[src/rtl/bcd_pkg.sv]
// ---------------------------------------------------------------------------
// bcd_pkg
// Shared types and constants for the sequential binary-to-BCD converter.
//   bcd_state_e     : converter FSM states (IDLE -> SHIFT -> DONE -> IDLE)
//   BCD_BLANK       : digit code the seven-segment decoder renders as blank
//   BCD_ADJ_THRESH  : digits at or above this value get +3 before a shift
// ---------------------------------------------------------------------------
package bcd_pkg;

  typedef enum logic [1:0] {
    IDLE  = 2'd0,
    SHIFT = 2'd1,
    DONE  = 2'd2
  } bcd_state_e;

  localparam logic [3:0] BCD_BLANK      = 4'hF;
  localparam logic [3:0] BCD_ADJ_THRESH = 4'd5;

endpackage

[src/rtl/bcd_digit_adj.sv]
// ---------------------------------------------------------------------------
// bcd_digit_adj
// Combinational double-dabble digit correction: adds 3 to a BCD digit that
// is 5 or more, so that the following left shift carries correctly into the
// next decimal digit. The largest possible output is 4'hC (input 9).
// Ports:
//   din  : working BCD digit before correction
//   dout : corrected digit
// ---------------------------------------------------------------------------
module bcd_digit_adj
  import bcd_pkg::*;
(
  input  logic [3:0] din,
  output logic [3:0] dout
);

  assign dout = (din >= BCD_ADJ_THRESH) ? din + 4'd3 : din;

endmodule

[src/rtl/bin_to_bcd_seq.sv]
// ---------------------------------------------------------------------------
// bin_to_bcd_seq
// Sequential shift-and-add-3 binary-to-BCD converter, one input bit per
// clock. Converts the parking-lot occupancy count into packed BCD digits
// for the board's seven-segment displays. The published result is held
// between conversions so the displays never show intermediate values.
//
// Optional feature (macro BCD_LEADING_ZERO_BLANK_EN):
//   defined   - leading zero digits above digit 0 are published as 4'hF
//               (blank); reset value is all blank except digit 0 = 0.
//   undefined - digits published verbatim, reset value all zeros.
//
// Parameters:
//   BIN_W  : width of the binary input
//   DIGITS : number of BCD digits produced (digit 0 least significant)
// Ports:
//   clk      : system clock, rising edge
//   rst_n    : asynchronous active-low reset
//   start    : conversion request, sampled only in IDLE
//   bin      : binary value, captured on the accepting edge
//   busy     : high while the FSM is not IDLE
//   done     : one-cycle pulse, bcd/overflow valid from this cycle
//   bcd      : packed result, digit i at bits [4i+3:4i]
//   overflow : bin did not fit in DIGITS decimal digits
//
// Handshake: a request is accepted on a rising edge where start=1 and
// busy=0. Requests while busy (including the DONE cycle) are dropped, not
// queued. The result is published on the edge entering DONE; done is high
// for exactly that one cycle. bcd/overflow change only then or on reset.
//
// Debug: state_q holds the current FSM state (bcd_state_e) for checkers.
// ---------------------------------------------------------------------------
module bin_to_bcd_seq
  import bcd_pkg::*;
#(
  parameter int BIN_W  = 8,
  parameter int DIGITS = 3
) (
  input  logic                  clk,
  input  logic                  rst_n,
  input  logic                  start,
  input  logic [BIN_W-1:0]      bin,
  output logic                  busy,
  output logic                  done,
  output logic [4*DIGITS-1:0]   bcd,
  output logic                  overflow
);

  localparam int BCD_W = 4 * DIGITS;
  localparam int CNT_W = (BIN_W > 1) ? $clog2(BIN_W) : 1;
  localparam logic [CNT_W-1:0] CNT_LOAD = CNT_W'(BIN_W - 1);

`ifdef BCD_LEADING_ZERO_BLANK_EN
  // All digits blank except digit 0, which shows 0.
  localparam logic [BCD_W-1:0] BCD_RST = {BCD_W{1'b1}} << 4;
`else
  localparam logic [BCD_W-1:0] BCD_RST = '0;
`endif

  bcd_state_e        state_q;
  bcd_state_e        state_d;

  logic [BIN_W-1:0]  sh_q;        // remaining binary bits, MSB first
  logic [BCD_W-1:0]  work_q;      // working BCD digits
  logic              ovf_q;       // sticky: a bit fell off the top digit
  logic [CNT_W-1:0]  cnt_q;       // bits still to shift, minus one

  logic [BCD_W-1:0]  work_adj;    // working digits after +3 correction
  logic [BCD_W-1:0]  work_shift;  // working digits after this cycle's shift
  logic              ovf_next;
  logic              last_bit;

  logic [BCD_W-1:0]  bcd_fmt;     // final digits as they will be published
  logic [BCD_W-1:0]  bcd_q;
  logic              overflow_q;

  // ---------------------------------------------------------------------
  // Digit correction, one instance per digit
  // ---------------------------------------------------------------------
  for (genvar g = 0; g < DIGITS; g++) begin : g_adj
    bcd_digit_adj u_adj (
      .din  (work_q[4*g +: 4]),
      .dout (work_adj[4*g +: 4])
    );
  end

  // The {BCD, shift} register moves left by one; the incoming bit is the
  // MSB of the binary shift register. The bit leaving the top digit is the
  // part of the value that does not fit, so it feeds the overflow flag.
  assign work_shift = {work_adj[BCD_W-2:0], sh_q[BIN_W-1]};
  assign ovf_next   = ovf_q | work_adj[BCD_W-1];
  assign last_bit   = (cnt_q == '0);

  // ---------------------------------------------------------------------
  // Output formatting of the final working digits
  // ---------------------------------------------------------------------
`ifdef BCD_LEADING_ZERO_BLANK_EN
  logic lead;
  always_comb begin
    bcd_fmt = work_shift;
    lead    = 1'b1;
    // Walk from the top digit down; stop blanking at the first non-zero.
    for (int i = DIGITS - 1; i >= 1; i--) begin
      if (lead && (work_shift[4*i +: 4] == 4'h0)) begin
        bcd_fmt[4*i +: 4] = BCD_BLANK;
      end else begin
        lead = 1'b0;
      end
    end
  end
`else
  assign bcd_fmt = work_shift;
`endif

  // ---------------------------------------------------------------------
  // FSM: state register
  // ---------------------------------------------------------------------
  always_ff @(posedge clk or negedge rst_n) begin
    if (!rst_n) begin
      state_q <= IDLE;
    end else begin
      state_q <= state_d;
    end
  end

  // ---------------------------------------------------------------------
  // FSM: next-state logic
  // ---------------------------------------------------------------------
  always_comb begin
    state_d = state_q;
    unique case (state_q)
      IDLE:    if (start) state_d = SHIFT;
      SHIFT:   if (last_bit) state_d = DONE;
      DONE:    state_d = IDLE;
      default: state_d = IDLE;
    endcase
  end

  // ---------------------------------------------------------------------
  // FSM: outputs
  // ---------------------------------------------------------------------
  always_comb begin
    busy = (state_q != IDLE);
    done = (state_q == DONE);
  end

  // ---------------------------------------------------------------------
  // Datapath
  // ---------------------------------------------------------------------
  always_ff @(posedge clk or negedge rst_n) begin
    if (!rst_n) begin
      sh_q       <= '0;
      work_q     <= '0;
      ovf_q      <= 1'b0;
      cnt_q      <= '0;
      bcd_q      <= BCD_RST;
      overflow_q <= 1'b0;
    end else begin
      unique case (state_q)
        IDLE: begin
          if (start) begin
            sh_q   <= bin;
            work_q <= '0;
            ovf_q  <= 1'b0;
            cnt_q  <= CNT_LOAD;
          end
        end
        SHIFT: begin
          sh_q   <= sh_q << 1;
          work_q <= work_shift;
          ovf_q  <= ovf_next;
          cnt_q  <= cnt_q - 1'b1;
          // Publish on the edge that enters DONE, using this cycle's
          // final shift so the result and done appear together.
          if (last_bit) begin
            bcd_q      <= bcd_fmt;
            overflow_q <= ovf_next;
          end
        end
        default: ;
      endcase
    end
  end

  assign bcd      = bcd_q;
  assign overflow = overflow_q;

endmodule
[config.mk]
export PLATFORM = sky130hd
export DESIGN_NAME = bin_to_bcd_seq
export DESIGN_NICKNAME = d
export VERILOG_FILES = /design/src/rtl/bcd_pkg.sv /design/src/rtl/bcd_digit_adj.sv /design/src/rtl/bin_to_bcd_seq.sv
export SDC_FILE = /design/constraint.sdc
export NUM_CORES = 1
export LEC_CHECK = 0
export CAP_MARGIN = 20
export CORE_ASPECT_RATIO = 1.2
export CORE_MARGIN = 2
export CORE_UTILIZATION = 35
export DETAILED_ROUTE_END_ITERATION = 10
export PLACE_DENSITY_LB_ADDON = 0.05
export SLEW_MARGIN = 20
export SYNTH_ARGS = -nofsm -noshare
export SYNTH_HDL_FRONTEND = slang
export SYNTH_SLANG_ARGS = --single-unit
[constraint.sdc]
create_clock -name clk -period 2.1 [get_ports clk]
set_clock_uncertainty 0.1 [all_clocks]
set_input_delay 0.42 -clock clk [delete_from_list [all_inputs] [get_ports clk]]
set_output_delay 0.42 -clock clk [all_outputs]
set_load 0.02 [all_outputs]
; Word level (Yosys, flattened, before mapping)
; Index checks and enable logic that the tools add are counted.
[word_totals]
register_bits = 39
inputBits = 11
output_inout_bits = 15
wordCells = 40
[op_classes]
add_sub_neg = 4
magnitude_cmp = 3
n_eq_ne = 4
mux = 14
n_bitwise = 1
reduce_logical = 7
[op_table]
columns = operator, count
row1 = $pmux W12 S2, 1
row2 = $pmux W8 S2, 1
row3 = $add A4 B2 Y4 const B, 3
row4 = $ge A4 B3 Y1 const B, 3
row5 = $mux W12, 1
row6 = $mux W4, 3
row7 = $mux W8, 1
row8 = $pmux W3 S2, 1
row9 = $reduce_and A2 Y1, 3
row10 = $mux W2, 2
row11 = $ne A2 B2 Y1 const B, 2
row12 = $pmux W2 S2, 1
row13 = $reduce_bool A2 Y1, 2
row14 = $logic_not A3 Y1, 1
row15 = $mux W3, 1
row16 = $sub A3 B1 Y3 const B, 1
row17 = $eq A2 B1 Y1 const B, 1
row18 = $eq A2 B2 Y1 const B, 1
row19 = $logic_not A2 Y1, 1
row20 = $pmux W1 S2, 1
row21 = $mux W1, 1
row22 = $or A1 B1 Y1, 1

; Depth between registers and ports, before layout
; Gate-level depths: netlist of run 1.
[logic_depth]
word_depth = 4
depth_mapped = 8
depth_no_buf = 7

; Modules after synthesis
; A second synthesis of run 1 with hierarchy kept.
[unflattened]
hier_cells = 167
hier_area_um2 = 1901.8
[by_module_without_submodules]
columns = mod, instances, cells_per_inst, area_each_um2, seq_area_each_um2
row1 = bin_to_bcd_seq, 1, 119, 1597.8, 975.9
row2 = bcd_digit_adj, 3, 16, 101.3, 0.0

; Least setup slack after synthesis of run 1
; Ideal clock, no wire load.
[synth_path]
kind = register -> register
from = register work_q[0]
to = register work_q[2]
arrival_time_ns = 1.431
required_time_ns = 1.917
setup_slack_ns = 0.487
path_stages_with_launch = 7
period_less_slack_ns = 1.613
cell_sequence = dfrtp_1 -> inv_1 -> ha_1 -> nand2b_1 -> a21oi_1 -> mux2_2 -> o21ai_0
[synth_via]
elab_chain_len = 3
[synth_lines]
columns = element, line_no
row1 = from (decl), bin_to_bcd_seq.sv:64  ; logic [BCD_W-1:0] work_q;
row2 = from (signal assigned), bin_to_bcd_seq.sv:170  ; work_q <= work_shift;
row3 = $add A4 B2 Y4 or $ge A4 B3 Y1 (tied branches), bcd_digit_adj.sv:17  ; assign dout = (din >= BCD_ADJ_THRESH) ? din + 4'd3 : din;
row4 = $mux W4 *, bcd_digit_adj.sv:17
row5 = $pmux W12 S2 *, bin_to_bcd_seq.sv:159  ; unique case (state_q)
; Every way passes the cells marked *; elsewhere a longest branch is shown, timed or not.
; A chain may end at the register's enable or synchronous reset.

; Worst setup path in the final report of run 1
[layout_path]
from = register state_q[0]
to = output busy
[layout_via]
elab_chain_len = 1
[layout_lines]
columns = element, line_no
row1 = from (decl), bin_to_bcd_seq.sv:60  ; bcd_state_e state_q;
row2 = from (signal assigned), bin_to_bcd_seq.sv:122  ; state_q <= state_d;
row3 = $reduce_bool A2 Y1, bin_to_bcd_seq.sv:143  ; busy = (state_q != IDLE);
row4 = to (decl), bin_to_bcd_seq.sv:43  ; output logic busy,
; Every way passes these cells.

==> flow_metrics.tcl, run 1 <==
set metrics [dict create \
    drc 0 \
    synth.most_common_cell "dfrtp_1" \
    end_kind "output pin" \
    chipHeight_um 83.0 \
    ys_top_cells_by_count "dfrtp_1, nand2_1, o21ai_0, inv_1" \
    htree_levels 2 \
    portBuffers 25 \
    finalMaxSlewViolations 0 \
    drv_cap 0 \
    grt_pass1_vias 1410 \
    grt_max_degree 40 \
    clockBufferDepth 2 \
    power_frac_seq_pct 39.1 \
    dpl.hpwl_um 2710 \
    pwr-share-clk_pct 14.3 \
    synthFlopType "dfrtp_1" \
    synth.area.top_cells "dfrtp_1, o21ai_0, nand2_1" \
    drtIter0Drc 80 \
    rsz0062_at_grt "false" \
    placed_cell_area_mm2 0.00215 \
    grt_pass1_wl_um 6790 \
    p_int_mw 2.02 \
    cts_tree "yes" \
    synth.net_count 206 \
    crit_arrival_ns 1.35 \
    worst_hold_slack_ns 0.0908 \
    finalWeightedCongestion 0.790 \
    first_pass_iters 4 \
    die-area_mm2 0.00580 \
    ys_warn_count 0 \
    p_sw_share_pct 40.5 \
    power.leakage_nw 0.973 \
    die_w_um 69.9 \
    cpPeakStageDelay_ns 0.45 \
    drive_gt1_share_pct 10.5 \
    cp_cell_sequence "or2_2, dlygate4sd2_1" \
    synth_area_leader_cell "dfrtp_1" \
    worst_setup_path_start_kind "flop" \
    final.min_clock_period_ns 1.87 \
    syn_to_final_growth_pct 22.5 \
    hold_viol 0 \
    ff2ff_setup_slack_ns 0.30 \
    reg2reg_to "work_q[2]" \
    combPwrFrac_pct 46.6 \
    cp_slowest_cell "dfrtp_1" \
    std_cell_rows 28 \
    r2r-start "work_q[0]" \
    grt_util_all_layers_pct 14.6 \
    setup.worst_path.start "state_q[0]" \
    cts_made_buffers 5 \
    period_share_pct 89.0 \
    root_buffer "clkbuf_8" \
    worst_slew_pin_slew_ns 0.590 \
    antenna_found_initial 0 \
    final_area_mm2 0.00223 \
    power_density_mw_per_mm2 1520 \
    wirelength_um 3890 \
    via_count 1403 \
    crit_type "reg -> out" \
    tns_ns 0 \
    synth_edf_count 0 \
    antenna_cells 0 \
    setup_viol 0 \
    async_flop_share_pct 100 \
    overflow 0 \
    critical_path_peak_fanout 7 \
    postSynthCellCount 187 \
    netlist_area_mm2 0.00182 \
    wl_per_cell_um 13.9 \
    routed_via_density 5.03 \
    final_net_count 237 \
    reg2reg_depth 6 \
    status "complete, no violations" \
    yosys.cell_types.count 30 \
    ant_nets 0 \
    maxSlewHeadroom_pct 60.7 \
    synth_top_cell_area_share_pct 53.6 \
    ir_drop_mv 0.579 \
    hp-class "in -> async" \
    cts_sinks 39 \
    synth_area_per_cell_um2 9.74 \
    core-area_mm2 0.00497 \
    seq_area_frac_synth_pct 53.6 \
    ios 26 \
    initial_core_util_pct 36.6 \
    synth-seq-cells 39 \
    insertion_delay_ns 0.29 \
    cp.required_ns 1.58 \
    clkTransAtPathRegs_ns 0.07 \
    fmax_mhz 535 \
    switching_power_mw 1.37 \
    timing.critical_path.to "busy" \
]
per-stage QoR:
step	utilization (%)	total power, mW	setup slack [ns]	instances
global route	44.9	3.70	0.173	279
floorplan	-	2.36	0.487	187
detailed placement	43.2	2.94	0.286	271
finish	44.9	3.39	0.231	279
global placement	43.2	2.88	0.331	271
CTS	44.8	3.44	0.0475	279
area by class of cell:
cell class / count / area, um2
Tap cell: 60 / 75.1
Clock buffer: 7 / 76.3
Fill cell: 484 / 2740
Inverter: 10 / 42.5
Clock inverter: 1 / 5.00
Multi-Input combinational cell: 130 / 758
Timing Repair Buffer: 32 / 299
Sequential cell: 39 / 976
power by group through the flow:
stage / clock network (mW) / registers [mW] / logic [mW]
6_report: 0.486 / 1.32 / 1.58
5_1_grt: 0.537 / 1.38 / 1.79
2_1_floorplan: 0 / 1.41 / 0.949
3_5_place_dp: 0 / 1.34 / 1.60
4_1_cts: 0.516 / 1.32 / 1.60
3_3_place_gp: 0 / 1.32 / 1.56
how the worst min path moves through the flow:
stage	slack, ns	end	from	depth (start not counted)
global route	0.12	bcd[1]	rst_n	2
detailed placement	0.36	bcd[5]	bcd[5]	2
CTS	0.1	cnt_q[1]	rst_n	2
floorplan	0.02	bcd[0]	rst_n	0
global placement	0.37	bcd[5]	bcd[5]	2
finish	0.09	bcd[2]	rst_n	2
cells by family after synthesis:
logic type      Yosys count  synth area share [%]
compound gates           58                  17.9
simple gates             58                  14.9
flops                    39                  53.6
buf+inv                  18                  4.81
fa+ha+maj                 8                  5.49
xor+xnor                  3                  1.44
mux                       3                  1.85
routing by layer:
metal / global-route usage [%] / wire [um]
met1: 18.1 / 1810
met2: 24.6 / 1870
met3: 3.40 / 146
met4: 5.24 / 61
met5: 0 / 0
cell usage in the layout (no fill, tap or decap), types with 3 or more instances in the layout:
| cell type | Yosys | routed |
|---|---|---|
| nor3b_1 | 3 | 3 |
| nor3_1 | 3 | 3 |
| a22oi_1 | 8 | 8 |
| a21oi_1 | 8 | 8 |
| clkdlybuf4s50_1 | 0 | 22 |
| nand2_1 | 31 | 31 |
| inv_1 | 9 | 9 |
| buf_4 | 1 | 7 |
| o21ai_1 | 8 | 8 |
| or3b_2 | 3 | 3 |
| nor2b_1 | 3 | 3 |
| o21ai_0 | 28 | 28 |
| ha_1 | 8 | 8 |
| nand2b_1 | 4 | 4 |
| a31oi_1 | 3 | 3 |
| nor2_1 | 8 | 8 |
| dfrtp_1 | 39 | 39 |
| xnor2_1 | 3 | 3 |
| mux2_2 | 3 | 3 |
| clkbuf_8 | 0 | 5 |
state kept, by name (all words and copies together), names as in the netlist:
register and count:
ovf_q 1, state_q 2, cnt_q 3, work_q 12, overflow 1, bcd 12, sh_q 8
critical path, delay by kind of cell, from the launching register on:
family | cells | cell delay [ns]
flops | 1 | 0.45
buf+inv | 1 | 0.32
simple gates | 1 | 0.29
repair_timing:
item | in CTS | in global routing
buffers inserted | 0 | 0
pin swaps | 0 | 0
endpoints found under the setup margin | 1 | 1
resized for setup | 1 | 1
hold buffers | 0 | 0
Power figures use the tool's default switching activity.
==> inputs of run 2 (changes only) <==
--- a/config.mk
+++ b/config.mk
@@ -11,6 +11,7 @@
 export CORE_UTILIZATION = 35
 export DETAILED_ROUTE_END_ITERATION = 10
 export PLACE_DENSITY_LB_ADDON = 0.05
+export RECOVER_POWER = 50
 export SLEW_MARGIN = 20
 export SYNTH_ARGS = -nofsm -noshare
 export SYNTH_HDL_FRONTEND = slang
==> flow_metrics.tcl, run 2 (synthesis results as in run 1) <==
set metrics [dict create \
    hold_viol 0 \
    die_w_um 69.9 \
    dpl.hpwl_um 2710 \
    drc 0 \
    wl_per_cell_um 14.0 \
    cts_tree "yes" \
    finalWeightedCongestion 0.790 \
    htree_levels 2 \
    drv_cap 0 \
    crit_cells 2 \
    fmax_mhz 535 \
    cp_slowest_cell "dfrtp_1" \
    final.setup.worst_slack_ns 0.231 \
    std_cell_rows 28 \
    antenna_found_initial 0 \
    antenna_cells 0 \
    drive_gt1_share_pct 10.0 \
    mostFrequentLayoutCells "dfrtp_1, nand2_1, o21ai_0" \
    utilization_pct 44.7 \
    grt_pass1_wl_um 6790 \
    period_share_pct 89.0 \
    cts_sinks 39 \
    worst_setup_path_start_kind "flop" \
    chipHeight_um 83.0 \
    portBuffers 25 \
    cp.required_ns 1.58 \
    ff_latch_area_um2 976 \
    ios 26 \
    maxSlewHeadroom_pct 33.5 \
    hold_buffers 0 \
    root_buffer "clkbuf_8" \
    drtIter0Drc 79 \
    via_count 1412 \
    grt_util_all_layers_pct 14.6 \
    end_kind "output pin" \
    pre_cts_ws_ns 0.286 \
    die-area_mm2 0.00580 \
    hp-class "in -> async" \
    finalMaxSlewViolations 0 \
    p_total_mw 3.38 \
    cts_made_buffers 5 \
    critical_path_peak_fanout 7 \
    setup.worst_path.start "state_q[0]" \
    status "complete, no violations" \
    worst_hold_slack_ns 0.275 \
    critPathTopFamily "flip-flops" \
    final_net_count 237 \
    first_pass_iters 4 \
    grt_pass1_vias 1410 \
    timing.critical_path.to "busy" \
    reg2reg_to "work_q[2]" \
    ff2ff_setup_slack_ns 0.30 \
    crit_arrival_ns 1.35 \
    insertion_delay_ns 0.29 \
    syn_to_final_growth_pct 22.0 \
    setup_viol 0 \
    cts_setup_buffers 0 \
    cts_resized 1 \
    clockBufferDepth 2 \
    reg2reg_depth 6 \
    multi_input_area_um2 758 \
    crit_type "reg -> out" \
    core-area_mm2 0.00497 \
    routed_via_density 5.06 \
    clkTransAtPathRegs_ns 0.07 \
    layout_commonest_cell "dfrtp_1" \
    cp_num_buf_inv 1 \
    power.leakage_nw 0.968 \
    tns_ns 0 \
    initial_core_util_pct 36.6 \
    wirelength_um 3890 \
    nFillCells 488 \
    ant_nets 0 \
    ir_drop_mv 0.549 \
    rsz0062_at_grt "false" \
    cpPeakStageDelay_ns 0.45 \
    r2r-start "work_q[0]" \
    grt_max_degree 40 \
    power_density_mw_per_mm2 1520 \
    overflow 0 \
    worst_slew_pin_slew_ns 0.997 \
    cp_cell_sequence "or2_2, dlygate4sd2_1" \
    final.min_clock_period_ns 1.87 \
]
-- run 2: cell types whose count changed in the layout (fill, tap and decap cells not counted), sizes merged --
cell,before,now
clkdlybuf4s50,22,21
clkbuf,7,10
dlygate4sd3,0,1
buf,8,5
-- run 2: cell type report --
cell class / instances / area share, %
multi-input cells: 130 / 34.1
well taps: 60 / 3.38
inverters: 10 / 1.91
clock buffers: 7 / 3.43
repair buffers: 32 / 13.1
flip-flops and latches: 39 / 43.9
clock inverters: 1 / 0.225
-- run 2: report_power, final --
part,switching [mW],leakage (nW),internal [mW]
logic,0.876,0.436,0.692
clock network,0.253,0.0422,0.233
registers,0.244,0.490,1.08
total,1.37,0.968,2.00
-- run 2: stage by stage --
stage	instance area, um2	instances
after floorplan	1820	187
after global placement	2150	271
after detailed placement	2150	271
after CTS	2230	279
after global routing	2220	279
final	2220	279
-- run 2: worst min path at each step --
stage / start / end / slack, ns
detailed placement: bcd[5] / bcd[5] / 0.36
floorplan: rst_n / bcd[0] / 0.02
global route: rst_n / bcd[1] / 0.35
finish: rst_n / bcd[1] / 0.27
global placement: bcd[5] / bcd[5] / 0.37
CTS: rst_n / cnt_q[1] / 0.1
-- run 2: per-layer routing --
| metal | vias to the layer above | global-route usage (%) | share of wire [%] |
|---|---|---|---|
| met3 | 6 | 3.40 | 3.8 |
| met1 | 671 | 18.1 | 46 |
| met4 | 0 | 5.24 | 1.6 |
| met5 | - | 0 | 0 |
| li1 | 704 | - | - |
| met2 | 31 | 24.6 | 48 |
